[config.mk]
export PLATFORM = sky130hd
export DESIGN_NAME = cond_unit
export DESIGN_NICKNAME = d
export VERILOG_FILES = /design/src/rtl/cond_pkg.sv /design/src/rtl/cond_check.sv /design/src/rtl/cond_unit.sv
export SDC_FILE = /design/constraint.sdc
export NUM_CORES = 1
export LEC_CHECK = 0
export CORE_UTILIZATION = 30
export CTS_CLUSTER_SIZE = 20
export DETAILED_ROUTE_END_ITERATION = 8
export GPL_TIMING_DRIVEN = 0
export PLACE_DENSITY_LB_ADDON = 0.1
export SLEW_MARGIN = 15
export SYNTH_ARGS = -nofsm -noshare
export SYNTH_HDL_FRONTEND = slang
export SYNTH_SLANG_ARGS = --single-unit
[constraint.sdc]
create_clock -name clk -period 2.44 [get_ports clk]
set_clock_uncertainty 0.2 [all_clocks]
set_input_delay 0.244 -clock clk [delete_from_list [all_inputs] [get_ports clk]]
set_output_delay 0.244 -clock clk [all_outputs]
set_load 0.05 [all_outputs]
[src/rtl/cond_pkg.sv]
// Shared types and constants for ARM conditional execution.
// Latency: none (definitions only).
// Backpressure: not applicable.
package cond_pkg;

    // ARM condition field encodings (Instr[31:28])
    typedef enum logic [3:0] {
        COND_EQ = 4'b0000,
        COND_NE = 4'b0001,
        COND_CS = 4'b0010,
        COND_CC = 4'b0011,
        COND_MI = 4'b0100,
        COND_PL = 4'b0101,
        COND_VS = 4'b0110,
        COND_VC = 4'b0111,
        COND_HI = 4'b1000,
        COND_LS = 4'b1001,
        COND_GE = 4'b1010,
        COND_LT = 4'b1011,
        COND_GT = 4'b1100,
        COND_LE = 4'b1101,
        COND_AL = 4'b1110,
        COND_NV = 4'b1111
    } cond_t;

    // Bit positions of the flags inside a {N,Z,C,V} vector
    localparam int FLAG_N = 3;
    localparam int FLAG_Z = 2;
    localparam int FLAG_C = 1;
    localparam int FLAG_V = 0;

    // Execute-stage control register contents
    typedef struct packed {
        cond_t      cond;
        logic [1:0] flag_w;
        logic       no_write;
        logic       reg_w;
        logic       mem_w;
        logic       pcs;
    } ereg_t;

    // Bubble: always-execute with no side effects, so it commits nothing
    localparam ereg_t E_BUBBLE = '{
        cond:     COND_AL,
        flag_w:   2'b00,
        no_write: 1'b0,
        reg_w:    1'b0,
        mem_w:    1'b0,
        pcs:      1'b0
    };

endpackage

[src/rtl/cond_check.sv]
// Evaluates an ARM condition field against an NZCV flag vector.
// Latency: purely combinational, zero cycles.
// Backpressure: none; output follows inputs.
module cond_check
    import cond_pkg::*;
(
    input  logic [3:0] cond,
    input  logic [3:0] flags,
    output logic       cond_ex
);

    logic n_f, z_f, c_f, v_f;
    logic ge_f;

    assign n_f  = flags[FLAG_N];
    assign z_f  = flags[FLAG_Z];
    assign c_f  = flags[FLAG_C];
    assign v_f  = flags[FLAG_V];
    assign ge_f = (n_f == v_f);

    // Condition decode; code 1111 never passes so the output is always defined
    always_comb begin
        cond_ex = 1'b0;
        case (cond_t'(cond))
            COND_EQ: cond_ex = z_f;
            COND_NE: cond_ex = ~z_f;
            COND_CS: cond_ex = c_f;
            COND_CC: cond_ex = ~c_f;
            COND_MI: cond_ex = n_f;
            COND_PL: cond_ex = ~n_f;
            COND_VS: cond_ex = v_f;
            COND_VC: cond_ex = ~v_f;
            COND_HI: cond_ex = c_f & ~z_f;
            COND_LS: cond_ex = ~c_f | z_f;
            COND_GE: cond_ex = ge_f;
            COND_LT: cond_ex = ~ge_f;
            COND_GT: cond_ex = ~z_f & ge_f;
            COND_LE: cond_ex = z_f | ~ge_f;
            COND_AL: cond_ex = 1'b1;
            default: cond_ex = 1'b0;
        endcase
    end

endmodule

[src/rtl/cond_unit.sv]
// Execute-stage conditional unit: E register, NZCV flags, gated commit strobes.
// Latency: decode control reaches the E register in 1 cycle; strobes are combinational from it.
// Backpressure: stall holds the E register and suppresses strobes/flag writes; flush inserts a bubble.
module cond_unit
    import cond_pkg::*;
(
    input  logic       clk,
    input  logic       reset,
    input  logic       stall,
    input  logic       flush,
    input  logic [3:0] CondD,
    input  logic [1:0] FlagWD,
    input  logic       NoWriteD,
    input  logic       RegWD,
    input  logic       MemWD,
    input  logic       PCSD,
    input  logic [3:0] ALUFlags,
    output logic       CondExE,
    output logic       RegWriteE,
    output logic       MemWriteE,
    output logic       PCSrcE,
    output logic [3:0] FlagsE
);

    ereg_t      ereg_q, ereg_d;
    logic [3:0] flags_q, flags_d;
    logic       commit;

    cond_check u_cond_check (
        .cond    (ereg_q.cond),
        .flags   (flags_q),
        .cond_ex (CondExE)
    );

    // An instruction commits only on a passing, non-stalled cycle
    assign commit = CondExE & ~stall;

    assign RegWriteE = ereg_q.reg_w & ~ereg_q.no_write & commit;
    assign MemWriteE = ereg_q.mem_w & commit;
    assign PCSrcE    = ereg_q.pcs & commit;
    assign FlagsE    = flags_q;

    // E register next state: flush beats stall, stall holds, else load decode
    always_comb begin
        ereg_d = ereg_q;
        if (flush) begin
            ereg_d = E_BUBBLE;
        end else if (!stall) begin
            ereg_d.cond     = cond_t'(CondD);
            ereg_d.flag_w   = FlagWD;
            ereg_d.no_write = NoWriteD;
            ereg_d.reg_w    = RegWD;
            ereg_d.mem_w    = MemWD;
            ereg_d.pcs      = PCSD;
        end
    end

    // Flag next state: N,Z and C,V groups written independently on commit
    always_comb begin
        flags_d = flags_q;
        if (commit) begin
            if (ereg_q.flag_w[1]) begin
                flags_d[FLAG_N] = ALUFlags[FLAG_N];
                flags_d[FLAG_Z] = ALUFlags[FLAG_Z];
            end
            if (ereg_q.flag_w[0]) begin
                flags_d[FLAG_C] = ALUFlags[FLAG_C];
                flags_d[FLAG_V] = ALUFlags[FLAG_V];
            end
        end
    end

    // State registers with synchronous reset taking priority over everything
    always_ff @(posedge clk) begin
        if (reset) begin
            ereg_q  <= E_BUBBLE;
            flags_q <= 4'b0000;
        end else begin
            ereg_q  <= ereg_d;
            flags_q <= flags_d;
        end
    end

endmodule

==> metrics.yaml <==
yosys:
  synth_largest_area_cell: "dfxtp_1"
  synth_enable_flop_cells: 0
  synth-compound-area-share_pct: 11.8
  post_synth_xor_area_fraction_pct: 1.04
  postSynth.topFlopCell: "dfxtp_1"
  synth-async-reset-ratio_pct: 0
  synthDominantCellAreaShare_pct: 33.3
  synth_fp_nets: 107
  synthSimpleGateAreaFrac_pct: 29.9
  synthAdderAreaFrac_pct: 0
  synthesis.area_sq_um: 841
  synth-warning-count: 0
  sequential_area_share_after_synthesis_pct: 33.3
  synth_top_family_by_area: "simple AND/OR/NAND/NOR gates"
  ys_top_cells_by_area: "dfxtp_1, mux2i_1, nand2b_1"
  count_of_different_cell_masters_after_synthesis: 36
  synthesis.instances: 89
  synth.mux.area_fraction_pct: 19.2
  ys_seq_elements: 14
  post_synth.cell_area_avg_sq_um: 9.45
clock_network:
  htreeDepth: 1
  cts_tree: "built"
  holdBufCountCts: 0
  cts_root_buffer: "clkbuf_4"
  cts.sink_count: 14
  clock_transition_at_the_register_clock_pins_on_the_worst_setup_and_hold_paths_after_cts_ps: 90
  insertion_delay_ps: 280
  cts_inserted_buffers: 3
  cts_max_path_buffers: 2
critical_path:
  worst_setup_path_start_kind: "flop"
  nature_of_the_critical_path_endpoint: "output pin"
  cp_top_family: "simple AND/OR/NAND/NOR gates"
  critical_path_buf_inv_count: 1
  critPathArrivalTime_ps: 2090
  cp_slowest_stage_delay_ps: 370
  crit_path_max_fanout: 4
  timing.critical_path.cells: "mux2_4 -> or3_1 -> a21o_1 -> and3_4 -> nor4b_4 -> buf_6"
  cpMaxStageDelayCell: "dfxtp_4"
  criticalPathCategory: "flop to output pin"
  cp_data_required_time_ps: 2000
routing:
  antenna_violating_nets_post_route: 0
  routed_wire_length_per_instance_um: 12.8
  drt_first_pass_iters: 4
  route.detailed.vias_per_inst: 4.90
  routed-via-count: 754
  detail_route.iter0.violations: 5
  post-route-drc-count: 0
  route.final.wire_length_mm: 1.97
power_and_ir_drop:
  worst_ir_drop_vdd_v: 0.000267
  switching_power_uw: 131
  p_leak_uw: 0.000468
  share_seq_of_total_power_pct: 49.1
  switching_share_pct: 27.2
  clock_power_share_pct: 27.7
  cellInternalPower_uw: 352
  power.density_nw_per_um2: 371
  power_frac_comb_pct: 23.2
  post-layout-total-power_uw: 483
sta:
  final.hold.worst_slack_ps: 173
  period_minus_slack_ps: 2530
  slew_headroom_pct: 43.5
  timing.final.max_slew_violations: 0
  max_clock_freq_ghz: 0.395
  hold_viol: 0
  worst-slew-pin-transition_ps: 848
  min_period_over_period_pct: 104
  layout_setup_ws_ps: -90.3
  setup_viols_final: 3
  grt_setup_unrepaired: "yes"
cells_and_area:
  final_layout_size_suffix_gt1_share_pct: 31.5
  fillers: 260
  area_growth_syn_to_layout_pct: 54.8
  antenna-diode-count: 0
  layout.area.seq_sq_um: 305
  finalCoreUtilization_pct: 50.7
  number_of_nets_in_the_layout: 143
  finalInstanceArea_sq_um: 1300
  multi_input_logic_area_sq_um: 582
grt:
  grt_pass1_vias: 703
  gr-max-usage-layer: "met2"
  gr-usage-met2_pct: 24.3
  groute.layer.met1.usage_pct: 17.8
  groute.layer.met3.usage_pct: 4.92
  grt_usage_pct: 14.7
  grt_pass1_wl_mm: 3.11
  grt_max_degree: 11
  grt.overflow.total: 0
  grt_antenna_before_repair: 0
placement:
  dp_worst_setup_slack_ps: -482
  gp_routability_congestion: 0.833
  place.detailed.hpwl_mm: 1.38
  buffer_ports.inserted: 24
  postPlaceCellArea_sq_um: 1150
floorplan:
  initial_core_util_pct: 32.7
  die_area_sq_um: 3020
  core_region_area_sq_um: 2570
  die_height_um: 54.9
  die_w_um: 54.9
  io-pin-count: 26
  placement_rows: 18
flow_run:
  maxCapViolations: 0
run_status:
  violations_in_the_final_reports: "setup timing"
  outcome: "finished with violations"
min_path:
  holdCritPathClass: "input port to flop"
-- power groups by stage --
stage,combinational (uW),clock (uW),sequential (uW)
final,112,134,237
after global routing,120,152,238
after CTS,112,137,239
after detailed placement,101,0,244
after global placement,99.9,0,244
after floorplan,57.2,0,246
-- worst register-to-register path, delay by kind of cell, from the launching register on --
| family | cells | cell delay, ps |
|---|---|---|
| mux | 2 | 500 |
| compound gates | 2 | 500 |
| flops | 1 | 370 |
| simple gates | 1 | 310 |
| buf+inv | 1 | 130 |
-- flip-flops by register name, summed over array words and instances, names as in the netlist --
register and cells:
FlagsE 4, ereg_q 10
-- through the flow --
step           instances  setup TNS (ps)
6_report             154            -175
5_1_grt              154            -439
4_1_cts              153            -199
3_5_place_dp         143           -1520
3_3_place_gp         143           -1490
2_1_floorplan         89          -0.613
-- layer usage --
metal	routed length [um]	part of all wire, %
met4	14	0.71
met1	912	46
met2	944	48
met3	98	5.0
met5	0	0
-- cell usage in the layout, fill, tap and decap left out, types with 4 or more instances in the layout --
cell	instances
nand2b_1	12
clkdlybuf4s50_1	20
buf_6	4
buf_4	9
nor2_1	8
dfxtp_1	6
mux2i_1	15
dfxtp_4	6
-- area by class of cell --
cell class,instances,area share [%]
inverter,3,0.865
sequential,14,23.5
timing repair buffer,32,23.7
clock inverter,1,0.288
multi-input combinational,66,44.7
clock buffer,3,1.73
buffer,5,2.31
tap,30,2.88
-- Yosys cell counts, drive strengths merged, types with 2 or more instances --
cell type,number
a211oi,2
dfxtp,14
nand3b,3
nor2,8
inv,3
mux2i,15
clkbuf,3
nor4b,2
nand2b,12
a31oi,2
nor3b,2
nand2,3
buf,3
-- what timing repair did --
action,4_1_cts,5_1_grt
pin swaps,7,6
resized for setup,37,7
hold endpoints to repair,0,0
setup buffers,7,1
endpoints found under the setup margin,4,4
-- kinds of logic after synthesis --
family,count (synthesis)
muxes,16
DFF,14
and+or+nand+nor,38
AOI/OAI and AO/OA,11
xor gates and xnor gates,1
buffers and inverters,9
-- worst paths after layout --
path	to	startpoint	depth (start not counted)	slack [ps]
min reg2reg	ereg_q[4]$_SDFFE_PP0N_	ereg_q[4]$_SDFFE_PP0N_	2	310
min	ereg_q[1]$_SDFFE_PP0N_	stall	3	170
max	RegWriteE	ereg_q[7]$_SDFFE_PP1N_	6	-90
max reg2reg	FlagsE[2]$_SDFFE_PP0P_	ereg_q[7]$_SDFFE_PP1N_	6	350
Power figures use the tool's default switching activity.
